--- src/rtl/i2s.sv ---
// I2S transmitter: free-running bit clock divider, 2*SLOT_BITS-bit frame,
// left/right samples latched at frame start and shifted out MSB first,
// one bclk after the lrclk change.
module i2s #(
  parameter int DATA_WIDTH = 24,
  parameter int SLOT_BITS  = 32,
  parameter int CLK_DIV    = 1
) (
  input  logic                  clk,
  input  logic                  reset,
  input  logic [DATA_WIDTH-1:0] left,
  input  logic [DATA_WIDTH-1:0] right,
  output logic                  dout,
  output logic                  bclk,
  output logic                  lrclk,
  output logic                  load
);

  localparam int FRAME = 2 * SLOT_BITS;
  localparam int B_W   = $clog2(FRAME);
  localparam int DIV_W = (CLK_DIV > 1) ? $clog2(CLK_DIV) : 1;

  localparam logic [DIV_W-1:0] DIV_LAST = DIV_W'(CLK_DIV - 1);
  localparam logic [B_W-1:0]   B_LAST   = B_W'(FRAME - 1);
  localparam logic [B_W-1:0]   SLOT     = B_W'(SLOT_BITS);

  logic [DIV_W-1:0]      div_q, div_d;
  logic                  bclk_q, bclk_d;
  logic [B_W-1:0]        b_q, b_d;
  logic                  lrclk_q, lrclk_d;
  logic                  dout_q, dout_d;
  logic                  load_q, load_d;
  logic                  pend_q, pend_d;
  logic [DATA_WIDTH-1:0] lh_q, lh_d;
  logic [DATA_WIDTH-1:0] rh_q, rh_d;

  logic                  wrap;
  logic [B_W-1:0]        k;
  logic [DATA_WIDTH-1:0] sample;

  // Divider, bit counter, serializer and capture control.
  always_comb begin
    div_d   = div_q;
    bclk_d  = bclk_q;
    b_d     = b_q;
    lrclk_d = lrclk_q;
    dout_d  = dout_q;
    load_d  = 1'b0;
    pend_d  = pend_q;
    lh_d    = lh_q;
    rh_d    = rh_q;
    wrap    = 1'b0;
    k       = b_q;
    sample  = lh_q;

    if (div_q == DIV_LAST) begin
      div_d  = '0;
      bclk_d = ~bclk_q;
      // Falling bclk: advance the frame position and present the next bit,
      // so the receiver sees stable data on the following rising edge.
      if (bclk_q) begin
        wrap    = (b_q == B_LAST);
        b_d     = wrap ? '0 : b_q + B_W'(1);
        lrclk_d = (b_d >= SLOT);
        k       = lrclk_d ? b_d - SLOT : b_d;
        sample  = lrclk_d ? rh_q : lh_q;
        // Slot bit 0 and everything past the sample are padding zeros.
        dout_d  = 1'b0;
        for (int i = 0; i < DATA_WIDTH; i++) begin
          if (k == B_W'(DATA_WIDTH - i)) dout_d = sample[i];
        end
      end
    end else begin
      div_d = div_q + DIV_W'(1);
    end

    // Latch both channels at frame start (or first edge out of reset); the
    // new sample is first used at slot bit 1, so the frame boundary is clean.
    if (pend_q || wrap) begin
      lh_d   = left;
      rh_d   = right;
      load_d = 1'b1;
      pend_d = 1'b0;
    end
  end

  // State registers; reset parks everything at frame start with a capture armed.
  always_ff @(posedge clk or posedge reset) begin
    if (reset) begin
      div_q   <= '0;
      bclk_q  <= 1'b0;
      b_q     <= '0;
      lrclk_q <= 1'b0;
      dout_q  <= 1'b0;
      load_q  <= 1'b0;
      pend_q  <= 1'b1;
      lh_q    <= '0;
      rh_q    <= '0;
    end else begin
      div_q   <= div_d;
      bclk_q  <= bclk_d;
      b_q     <= b_d;
      lrclk_q <= lrclk_d;
      dout_q  <= dout_d;
      load_q  <= load_d;
      pend_q  <= pend_d;
      lh_q    <= lh_d;
      rh_q    <= rh_d;
    end
  end

  assign dout  = dout_q;
  assign bclk  = bclk_q;
  assign lrclk = lrclk_q;
  assign load  = load_q;

endmodule

--- config.mk ---
export PLATFORM = sky130hd
export DESIGN_NAME = i2s
export DESIGN_NICKNAME = d
export VERILOG_FILES = /design/src/rtl/i2s.sv
export SDC_FILE = /design/constraint.sdc
export NUM_CORES = 1
export LEC_CHECK = 0
export ABC_AREA = 1
export BUFFER_PORTS_ARGS = -buffer_cell sky130_fd_sc_hd__buf_2
export CAP_MARGIN = 20
export CORE_UTILIZATION = 35
export DETAILED_ROUTE_END_ITERATION = 7
export SYNTH_ARGS = -nofsm -noshare
export SYNTH_HDL_FRONTEND = slang
export SYNTH_SLANG_ARGS = --single-unit
export TNS_END_PERCENT = 10
--- constraint.sdc ---
create_clock -name clk -period 2.6 [get_ports clk]
set_input_delay 0 -clock clk [delete_from_list [all_inputs] [get_ports clk]]
set_output_delay 0 -clock clk [all_outputs]
set_load 0.02 [all_outputs]
* Yosys cells after proc, flatten, opt, wreduce, memory -nomap -nowiden
Cells that the tools add are included.
Word-level totals: ROM bits 0, memories 0, latch bits 0, memory bits (writable) 0, bits in registers 60, word-level logic and storage cells 73
Cells by class: bitwise gates (word level) 2, shift-type cells 0, div/mod/pow operators 0, multipliers 0, reduce and logical (&&, ||, !) cells 2, add/subtract/negate cells 3, equal/unequal tests 25, order comparisons 1, muxes and demuxes 31
Operators with widths (count):
- 6-bit by 5-bit == test with 1-bit output, second input constant | 9
- 6-bit by 4-bit == test with 1-bit output, second input constant | 8
- 1-bit 2-to-1 mux | 28
- 6-bit by 3-bit == test with 1-bit output, second input constant | 4
- 24-bit 2-to-1 mux | 1
- 6-bit by 2-bit == test with 1-bit output, second input constant | 2
- 6-bit 2-to-1 mux | 2
- 6-bit by 1-bit adder with 6-bit output, second input constant | 1
- 6-bit by 1-bit == test with 1-bit output, second input constant | 1
- 6-bit == test, second input constant | 1
- 6-bit >= comparator, second input constant | 1
- 6-bit subtractor, second input constant | 1
- 1-bit inverter | 2
- 2-bit AND reduction | 1
- 1-bit adder, second input constant | 1
- 1-bit logical OR | 1

* Logic depth before layout (Yosys ltp)
word-level depth 29, gate-level depth with buffers 38, depth with buffers taken out 38

* Worst setup path after synthesis
Ideal clock, no wire load.
path kind reg2reg, from register b_q[0], to register dout_q, in the netlist dout, path buffers 1, setup slack -0.081 ns, library setup time 0.117 ns, data required time 2.483 ns, arrival 2.565 ns, period minus slack after synthesis 2.681 ns, cell stages (with the launch flop) 33, cell sequence dfrtp_1 > ha_1 > nand2_2 > nor2_4 > nor2_1 > nand2_4 > nand2_4 > buf_6 > nand2_1 > a41oi_1 > nand2_1 > nand2_1 > nand3_1 > nand2_1 > nand2_1 > nand2_1 > nand2_1 > nand2_1 > nand2_1 > nand2_1 > nand2_1 > nand2_1 > nand2_1 > nand2_1 > nand2_1 > nand2_1 > nand2_1 > nand2_1 > nand2_1 > nand2_1 > nand2_1 > nand2_1 > nand2_1
On the way: longest elaborated chain between the ends 29
RTL lines:
- start: declaration | RTL line 29 | logic [B_W-1:0] b_q, b_d;
- start signal: assignment | RTL line 92 | b_q <= '0;
- start signal: assignment | RTL line 102 | b_q <= b_d;
- 6-bit by 1-bit adder with 6-bit output / 6-bit == test (equally long branches) | RTL line 63, 62
- 6-bit 2-to-1 mux * | RTL line 63 | b_d = wrap ? '0 : b_q + B_W'(1);
- 6-bit subtractor / 6-bit >= comparator (equally long branches) | RTL line 65, 64
- 6-bit 2-to-1 mux | RTL line 65 | k = lrclk_d ? b_d - SLOT : b_d;
- 6-bit by 5-bit == test with 1-bit output | RTL line 70 | if (k == B_W'(DATA_WIDTH - i)) dout_d = sample[i];
- 1-bit 2-to-1 mux (23 in series) | RTL line 70
- 1-bit 2-to-1 mux * | RTL line 70
- end signal: assignment | RTL line 104 | dout_q <= dout_d;
- end: declaration | RTL line 31 | logic dout_q, dout_d;
Every way passes the cells marked *; elsewhere a longest branch is shown, timed or not. A chain may end at the register's enable or synchronous reset.

* Worst setup path after layout
from register b_q[1], to register dout_q, in the netlist dout
The elaborated chain is that of the path after synthesis.

==> results_dict.tcl <==
set metrics [dict create \
    remaining_drc_errors 0 \
    cts.clk_slew.worst_paths_ns 0.07 \
    postSynthCellCount 363 \
    grt_pass1_wl_um 12800 \
    grt_overflow 0 \
    drive_gt1_frac 0.341 \
    synth-seq-cells 59 \
    vias_per_cell 4.61 \
    total_power_mw 1.97 \
    grt_max_degree 69 \
    power.density_mw_per_mm2 437 \
    synth.most_common_cell "nand2_1" \
    drt_iter0_drc 102 \
    synth_top_area_cell "dfrtp_1" \
    antenna_cells 0 \
    dpl.hpwl_um 5280 \
    synth-edff-count 0 \
    drt_wl_total_um 7510 \
    synth_compound_area_frac 0.115 \
    cts_made_buffers 9 \
    die_h_um 96.1 \
    synth_mux_area_frac 0.0873 \
    fmax_mhz 362 \
    synth_xor_xnor_area_share 0 \
    slew_headroom 0.583 \
    worst_slew_pin_slew_ns 0.624 \
    area_delta_synth_final_pct 45.1 \
    clk_path_buf_depth 2 \
    post-route-period-util 1.06 \
    crit_arrival_ns 2.98 \
    final_area_sq_mm 0.00449 \
    clockRootBuffer "clkbuf_8" \
    place_area_sq_mm 0.00375 \
    cts_tree "done" \
    clock_sinks 59 \
    port_buffers 53 \
    synth_top_family_by_area "simple AND/OR/NAND/NOR gates" \
    violations "setup timing" \
    crit_path_start_kind "flop" \
    num_rows 33 \
    crit_required_ns 2.82 \
    crit_path_frequent_cell "nand2_1" \
    fin_crit_ns 2.76 \
    gp_congestion 0.857 \
    pin_count 54 \
    ys_warn_count 0 \
    netlist_area_sq_mm 0.00310 \
    cp-end-kind "flop" \
    p_leak_nw 2.16 \
    post_synth_num_cell_types 32 \
    dieWidth_um 96.1 \
    clock_skew_ns 0.00963 \
    synth_top_area_frac 0.469 \
    htreeDepth 3 \
    finalSetupViolCount 1 \
    initial_utilization 0.369 \
    antenna_found_initial 0 \
    synth-simple-area-share 0.209 \
    final_nets 557 \
    critPathMaxStageDelay_ns 0.44 \
    drt_pass1_iterations 4 \
    vias 2820 \
    postRouteAntennaNets 0 \
    clk_latency_ns 0.34 \
    ys.flop_type "dfrtp_1" \
    synth_commonest_cells "nand2_1, dfrtp_1, inv_1" \
    status "finished with violations" \
    path_class "reg2reg" \
    max-cap-violations 0 \
    core-area_sq_mm 0.00838 \
    yosys-top-cells-area "dfrtp_1, nand2_1, mux2_2" \
    rsz0062_at_grt "true" \
    grt_pass1_vias 2835 \
    slew_violations 0 \
    avgSynthCellArea_sq_um 8.53 \
    cp_slowest_cell "dfrtp_2" \
    hold_class "in2async" \
    fin_ws_ns -0.162 \
    wl_per_cell_um 12.3 \
    seq_area_frac_synth 0.477 \
    synthAdderAreaFrac 0.0202 \
    worstPathMaxFanout 4 \
    syn-num-nets 418 \
    finalHoldViolCount 0 \
    die-area_sq_mm 0.00923 \
    vdd_drop_max_uv 287 \
    async_flop_share 1.00 \
    grt_usage 0.184 \
]
[stage by stage]
step	hold WS, ns	setup TNS, ns	setup WS, ns	instances	utilization
final	0.281	-0.162	-0.162	612	0.536
after global routing	0.339	-0.515	-0.515	612	0.536
after CTS	0.303	-0.142	-0.142	612	0.535
after detailed placement	0.131	-0.237	-0.237	544	0.447
after global placement	0.124	-0.185	-0.185	544	0.447
after floorplan	0.121	0	0.0190	363	-
[report_power, final]
part | switching, mW | leakage (nW) | internal (mW)
registers | 0.0340 | 0.698 | 0.992
clock network | 0.361 | 0.0856 | 0.337
logic | 0.103 | 1.38 | 0.137
total | 0.499 | 2.16 | 1.47
[per-layer routing]
| metal | GRT usage | part of all wire |
|---|---|---|
| met1 | 0.228 | 0.46 |
| met2 | 0.314 | 0.51 |
| met3 | 0.0450 | 0.028 |
| met4 | 0.0609 | 0.011 |
| met5 | 0 | 0 |
[cell usage in the layout, fill, tap and decap left out, drive strengths merged]
cell,count
a211oi,2
a21oi,9
a31oi,4
a41oi,1
buf,93
clkbuf,10
clkinv,6
clkinvlp,1
conb,1
dfrtp,58
dfstp,1
dlygate4sd3,49
ha,5
inv,50
mux2,24
nand2,100
nand3,11
nand4,3
nor2,23
nor3,8
o211ai,4
o21ai,41
o21bai,2
o31ai,1
[final timing paths]
| path | slack, ns | cells past startpoint | to | start |
|---|---|---|---|---|
| worst min register to register | 0.49 | 2 | lrclk | lrclk |
| min in group clk | 0.41 | 4 | rh_q[6] | right[6] |
| max in group asynchronous | 1.66 | 4 | pend_q | reset |
| worst max-delay path | -0.16 | 30 | dout | b_q[1] |
| worst min-delay path | 0.28 | 3 | lh_q[18] | reset |
| worst max register to register | -0.16 | 30 | dout | b_q[1] |
[worst max-delay path, delay by kind of cell (launching register included)]
kind,cells,cell delay (ns)
adder cells (fa/ha/maj),1,0.17
flip-flops,1,0.44
AND/OR/NAND/NOR,24,1.61
buffers and inverters,5,0.40
[area by class of cell]
class / count / area, sq um
fillers: 794 / 3890
flip-flops and latches: 59 / 1480
multi-input cells: 239 / 1440
repair buffers: 142 / 1080
inverters: 51 / 194
well taps: 105 / 131
clock buffers: 10 / 128
clock inverters: 6 / 32.5
[registers in the layout, indices dropped and copies added (netlist names)]
signal  count
b_q         6
load        1
bclk        1
rh_q       24
lh_q       24
pend_q      1
lrclk       1
dout        1
[cell families after synthesis]
group                    count (synthesis)
AND/OR/NAND/NOR                        145
buffers and inverters                   65
AO/OA/AOI/OAI                           64
flip-flops                              59
multiplexers                            24
adder cells (fa/ha/maj)                  5
other                                    1
[timing repair]
action | CTS | global route
buffers inserted | 3 | 0
gates resized for setup | 16 | 2
pin swaps | 8 | 0
endpoints found under the hold margin | 76 | 0
endpoints found under the setup margin | 1 | 1
cloned | 0 | 0
hold buffers | 49 | 0
Note: power is estimated with default switching activity, not from simulation.
